### src/rtl/wb_arbiter.sv
// wb_arbiter: three per-producer result FIFOs drained round-robin onto one registered writeback bus.
module wb_arbiter #(
   parameter int DATA_W = 32,
   parameter int ADDR_W = 5,
   parameter int TAG_W  = 3,
   parameter int DEPTH  = 2
) (
   input  logic              clk,
   input  logic              rst,
   input  logic              flush_in,
   input  logic              alu0_en_in,
   input  logic [DATA_W-1:0] alu0_data_in,
   input  logic [ADDR_W-1:0] alu0_addrw_in,
   input  logic [TAG_W-1:0]  alu0_tagw_in,
   output logic              alu0_full_out,
   input  logic              alu1_en_in,
   input  logic [DATA_W-1:0] alu1_data_in,
   input  logic [ADDR_W-1:0] alu1_addrw_in,
   input  logic [TAG_W-1:0]  alu1_tagw_in,
   output logic              alu1_full_out,
   input  logic              ls_en_in,
   input  logic [DATA_W-1:0] ls_data_in,
   input  logic [ADDR_W-1:0] ls_addrw_in,
   input  logic [TAG_W-1:0]  ls_tagw_in,
   output logic              ls_full_out,
   output logic              wb_en_out,
   output logic [DATA_W-1:0] wb_data_out,
   output logic [ADDR_W-1:0] wb_addr_out,
   output logic [TAG_W-1:0]  wb_tag_out,
   output logic [1:0]        wb_src_out
);
   localparam int EW = DATA_W + ADDR_W + TAG_W;
   localparam int PW = $clog2(DEPTH);
   localparam int CW = PW + 1;
   localparam logic [CW-1:0] FULL_CNT = CW'(DEPTH);

   logic [EW-1:0] mem [3][DEPTH];
   logic [EW-1:0] din [3];
   logic [CW-1:0] count [3];
   logic [PW-1:0] wptr [3];
   logic [PW-1:0] rptr [3];
   logic [2:0]    en, full, nonempty, push, pop;
   logic [1:0]    rr_ptr, gnt, c1, c2;
   logic          gnt_v;
   logic [EW-1:0] head;

   function automatic logic [1:0] nxt(input logic [1:0] x);
      return (x == 2'd2) ? 2'd0 : x + 2'd1;
   endfunction

   assign en = {ls_en_in, alu1_en_in, alu0_en_in};
   assign din[0] = {alu0_data_in, alu0_addrw_in, alu0_tagw_in};
   assign din[1] = {alu1_data_in, alu1_addrw_in, alu1_tagw_in};
   assign din[2] = {ls_data_in, ls_addrw_in, ls_tagw_in};
   assign {ls_full_out, alu1_full_out, alu0_full_out} = full;

   // Arbitration looks only at registered counts, so a push never reaches the bus in its own cycle.
   always_comb begin
      for (int j = 0; j < 3; j++) begin
         full[j] = count[j] == FULL_CNT;
         nonempty[j] = count[j] != '0;
      end
      c1 = nxt(rr_ptr);
      c2 = nxt(c1);
      gnt = nonempty[rr_ptr] ? rr_ptr : nonempty[c1] ? c1 : c2;
      gnt_v = |nonempty;
      push = en & ~full & {3{~flush_in}};
      pop = (gnt_v && !flush_in) ? 3'b001 << gnt : 3'b000;
      head = mem[gnt][rptr[gnt]];
   end

   always_ff @(posedge clk)
      for (int j = 0; j < 3; j++)
         if (push[j]) mem[j][wptr[j]] <= din[j];

   always_ff @(posedge clk or posedge rst)
      if (rst) begin
         for (int j = 0; j < 3; j++) begin
            count[j] <= '0;
            wptr[j] <= '0;
            rptr[j] <= '0;
         end
         rr_ptr <= '0;
         wb_en_out <= 1'b0;
         wb_data_out <= '0;
         wb_addr_out <= '0;
         wb_tag_out <= '0;
         wb_src_out <= '0;
      end else if (flush_in) begin
         for (int j = 0; j < 3; j++) begin
            count[j] <= '0;
            wptr[j] <= '0;
            rptr[j] <= '0;
         end
         wb_en_out <= 1'b0;
      end else begin
         for (int j = 0; j < 3; j++) begin
            if (push[j]) wptr[j] <= wptr[j] + PW'(1);
            if (pop[j]) rptr[j] <= rptr[j] + PW'(1);
            if (push[j] != pop[j]) count[j] <= push[j] ? count[j] + CW'(1) : count[j] - CW'(1);
         end
         wb_en_out <= gnt_v;
         if (gnt_v) begin
            {wb_data_out, wb_addr_out, wb_tag_out} <= head;
            wb_src_out <= gnt;
            rr_ptr <= nxt(gnt);
         end
      end
endmodule

### config.mk
export PLATFORM = sky130hd
export DESIGN_NAME = wb_arbiter
export DESIGN_NICKNAME = d
export VERILOG_FILES = /design/src/rtl/wb_arbiter.sv
export SDC_FILE = /design/constraint.sdc
export NUM_CORES = 1
export LEC_CHECK = 0
export CORE_MARGIN = 2
export CORE_UTILIZATION = 45
export CTS_BUF_LIST = sky130_fd_sc_hd__clkbuf_2
export DETAILED_ROUTE_END_ITERATION = 8
export PLACE_DENSITY_LB_ADDON = 0.25
export SLEW_MARGIN = 10
export SYNTH_ARGS = -nofsm -noshare
export SYNTH_HDL_FRONTEND = slang
export SYNTH_SLANG_ARGS = --single-unit
export TNS_END_PERCENT = 10
### constraint.sdc
create_clock -name clk -period 6.5 [get_ports clk]
set_clock_uncertainty 0.05 [all_clocks]
set_input_delay 1.3 -clock clk [delete_from_list [all_inputs] [get_ports clk]]
set_output_delay 1.3 -clock clk [all_outputs]
set_load 0.05 [all_outputs]
==> flow_metrics.env <==
export IMPL_worstSetupStartpoint="count[2]$_DFFE_PP0P_"
export IMPL_grt_max_degree=58
export IMPL_synthTopCellsByCount="240 x edfxtp_1, 79 x and3_1, 57 x dfrtp_1"
export IMPL_synth_main_ff_cell="edfxtp_1"
export IMPL_timing_final_crit_share_pct=62.4
export IMPL_netlist_area_um2=12900
export IMPL_antenna_found_initial=1
export IMPL_start_util_pct=46.1
export IMPL_drive_gt1_share_pct=24.1
export IMPL_p_seq_share_pct=32.1
export IMPL_timing_hold_ws_ns=0.488
export IMPL_synthArstFlopShare_pct=19.2
export IMPL_internal_power_mw=4.54
export IMPL_min_to="wb_src_out[0]$_DFFE_PP0P_"
export IMPL_nFillCells=2299
export IMPL_power_density_nw_per_um2=522
export IMPL_synthCells=779
export IMPL_cts_setup_buffers=0
export IMPL_register_area_um2=8630
export IMPL_placed_cell_area_um2=14900
export IMPL_fmax_ghz=0.247
export IMPL_drc=0
export IMPL_clockBufferDepth=3
export IMPL_finalInstanceArea_um2=15600
export IMPL_synth_distinct_cells=52
export IMPL_cp_required_ns=7.17
export IMPL_postRouteAntennaNets=0
export IMPL_hold_viol=0
export IMPL_postCtsHoldBufs=0
export IMPL_crit_type="reg -> reg"
export IMPL_p_sw_mw=3.61
export IMPL_rrSetupSlack_ns=2.44
export IMPL_synth_area_leaders="edfxtp_1 56%, dfrtp_1 11%, a2111oi_4 8.1%"
export IMPL_synth_edff_count=240
export IMPL_routedWlPerCell_um=24.1
export IMPL_synth_top_area_share_pct=56.0
export IMPL_cts_root_buf="clkbuf_2"
export IMPL_rows=61
export IMPL_multi_input_area_um2=3850
export IMPL_worstReg2RegStart="count[2]$_DFFE_PP0P_"
export IMPL_wirelength_um=34500
export IMPL_die_area_um2=30000
export IMPL_yosysMostFrequentCell="edfxtp_1"
export IMPL_io_pin_count=172
export IMPL_hpwl_um=20100
export IMPL_max_slew_margin_rel_pct=23.9
export IMPL_gp_congestion=0.761
export IMPL_switching_share_pct=44.3
export IMPL_core_area_um2=27900
export IMPL_fin_tns_setup_ns=0
export IMPL_htreeDepth=3
export IMPL_clock_power_share_pct=16.6
export IMPL_power_mw=8.15
export IMPL_drv_slew=0
export IMPL_ys_seq_area_share_pct=67.1
export IMPL_cts_sinks=297
export IMPL_die_w_um=173
export IMPL_io_buffer_count=171
export IMPL_cp_start_kind="flop"
export IMPL_hold_path_class="reg -> reg"
export IMPL_hold_depth=2
export IMPL_min_delay_start="wb_src_out[0]$_DFFE_PP0P_"
export IMPL_final_nets=1112
export IMPL_grt_overflow_total=0
export IMPL_vias=8301
export IMPL_synth_avg_cell_area_um2=16.5
export IMPL_worst_slew_pin_slew_ns=1.14
export IMPL_fp_dieH_um=173
export IMPL_synth_seq_cells=297
export IMPL_first_iter_violations=849
export IMPL_cp_end_kind="flop"
export IMPL_rr_endpoint="wb_data_out[29]$_DFFE_PP0P_"
export IMPL_ys_warn_count=0
export IMPL_grt_pass1_vias=8804
export IMPL_cts_buffers=75
export IMPL_rsz0062_at_grt="no"
export IMPL_cts_tree="done"
export IMPL_synth_top_area_cell="edfxtp_1"
export IMPL_cts_resized=0
export IMPL_period_minus_slack_ns=4.06
export IMPL_drt_pass1_iter_count=8
export IMPL_maxCapViolations=0
export IMPL_peakVddDrop_uv=286
export IMPL_setup_viol=0
export IMPL_crit_fanout=45
export IMPL_power_frac_comb_pct=51.3
export IMPL_p_leak_nw=5.61
export IMPL_worstSkewPairLatency_ns=0.84
export IMPL_grt_pass1_wl_um=52100
export IMPL_clk_pin_slew_ns=0.09
export IMPL_grt_util_all_layers_pct=22.8
export IMPL_reg2reg_depth=6
export IMPL_viasPerCell=5.82
export IMPL_syn_nets=905
export IMPL_status="finished clean"
export IMPL_synthToLayoutAreaGrowth_pct=21.4
export IMPL_cp_arrival_ns=4.73
## cells by family after synthesis
| kind of cell | share of synthesized area [%] |
|---|---|
| mux | 0.156 |
| flops | 67.1 |
| simple gates | 10.7 |
| compound gates | 17.8 |
| xor+xnor | 0.749 |
| buf+inv | 3.43 |
## routing by layer
layer	wire [um]	vias to the layer above	track usage, %
met5	0	-	0
met4	1100	0	9.96
met3	2350	84	4.55
met2	16600	443	36.8
met1	14400	4155	30.1
li1	-	3619	-
## critical path, cell delays in order, from the launching register on
cell      delay, ns
dfrtp_1        0.48
nor3_4         0.93
a221o_1        0.33
and2_4         0.69
buf_4          0.83
a222oi_1       0.26
a221oi_2       0.36
## final cells by class
type | instances | area share, %
Clock buffer | 121 | 3.88
Clock inverter | 18 | 0.953
Timing Repair Buffer | 192 | 12.0
Sequential cell | 297 | 55.3
Antenna cell | 1 | 0.0160
Multi-Input combinational cell | 411 | 24.7
Tap cell | 378 | 3.03
Inverter | 9 | 0.224
## through the flow
| step | std cells | setup slack, ns | util, % |
|---|---|---|---|
| floorplan | 779 | 1.49 | - |
| global placement | 1287 | 2.56 | 53.2 |
| detailed placement | 1287 | 2.44 | 53.2 |
| CTS | 1426 | 2.46 | 55.9 |
| global route | 1427 | 2.25 | 55.9 |
| finish | 1427 | 2.44 | 55.9 |
## layout by cell type (no fill, tap or decap), types with 3 or more instances in the layout
cell,Yosys,layout
nor3_2,0,3
a2111oi_4,38,38
clkinv_2,0,3
nor3_1,46,43
and3_1,79,79
xnor2_1,5,5
dfrtp_1,57,56
a221oi_2,41,40
xor2_1,6,6
nor3b_2,0,3
nor2b_1,40,40
inv_2,0,4
bufinv_16,0,3
buf_4,1,21
a21oi_1,5,5
inv_1,9,6
o21ai_0,4,4
clkdlybuf4s50_1,0,171
a222oi_1,40,40
nand2_1,13,13
edfxtp_1,240,240
nor2_1,56,56
clkinv_1,0,11
clkbuf_2,0,121
## worst max-delay path by stage
stage          cells after the start                     endpoint
3_3_place_gp                       6   wb_addr_out[4]$_DFFE_PP0P_
6_report                           6  wb_data_out[29]$_DFFE_PP0P_
5_1_grt                            6  wb_data_out[29]$_DFFE_PP0P_
2_1_floorplan                      2          mem[0][0]$_DFFE_PP_
3_5_place_dp                       6  wb_data_out[29]$_DFFE_PP0P_
4_1_cts                            6  wb_data_out[29]$_DFFE_PP0P_
## registers in the layout (all words and copies together) (netlist names)
signal       flops
wb_src_out       2
wb_tag_out       3
wb_addr_out      5
mem            240
wptr             3
count            6
wb_data_out     32
rr_ptr           2
rptr             3
wb_en_out        1
## power by group through the flow
stage	logic [mW]	clock network, mW	registers, mW
after global placement	4.06	0	2.66
after detailed placement	4.16	0	2.66
after floorplan	2.84	0	3.02
after CTS	4.16	1.38	2.62
after global routing	4.42	1.49	2.65
final	4.18	1.35	2.62
Note: power is estimated with default switching activity, not from simulation.
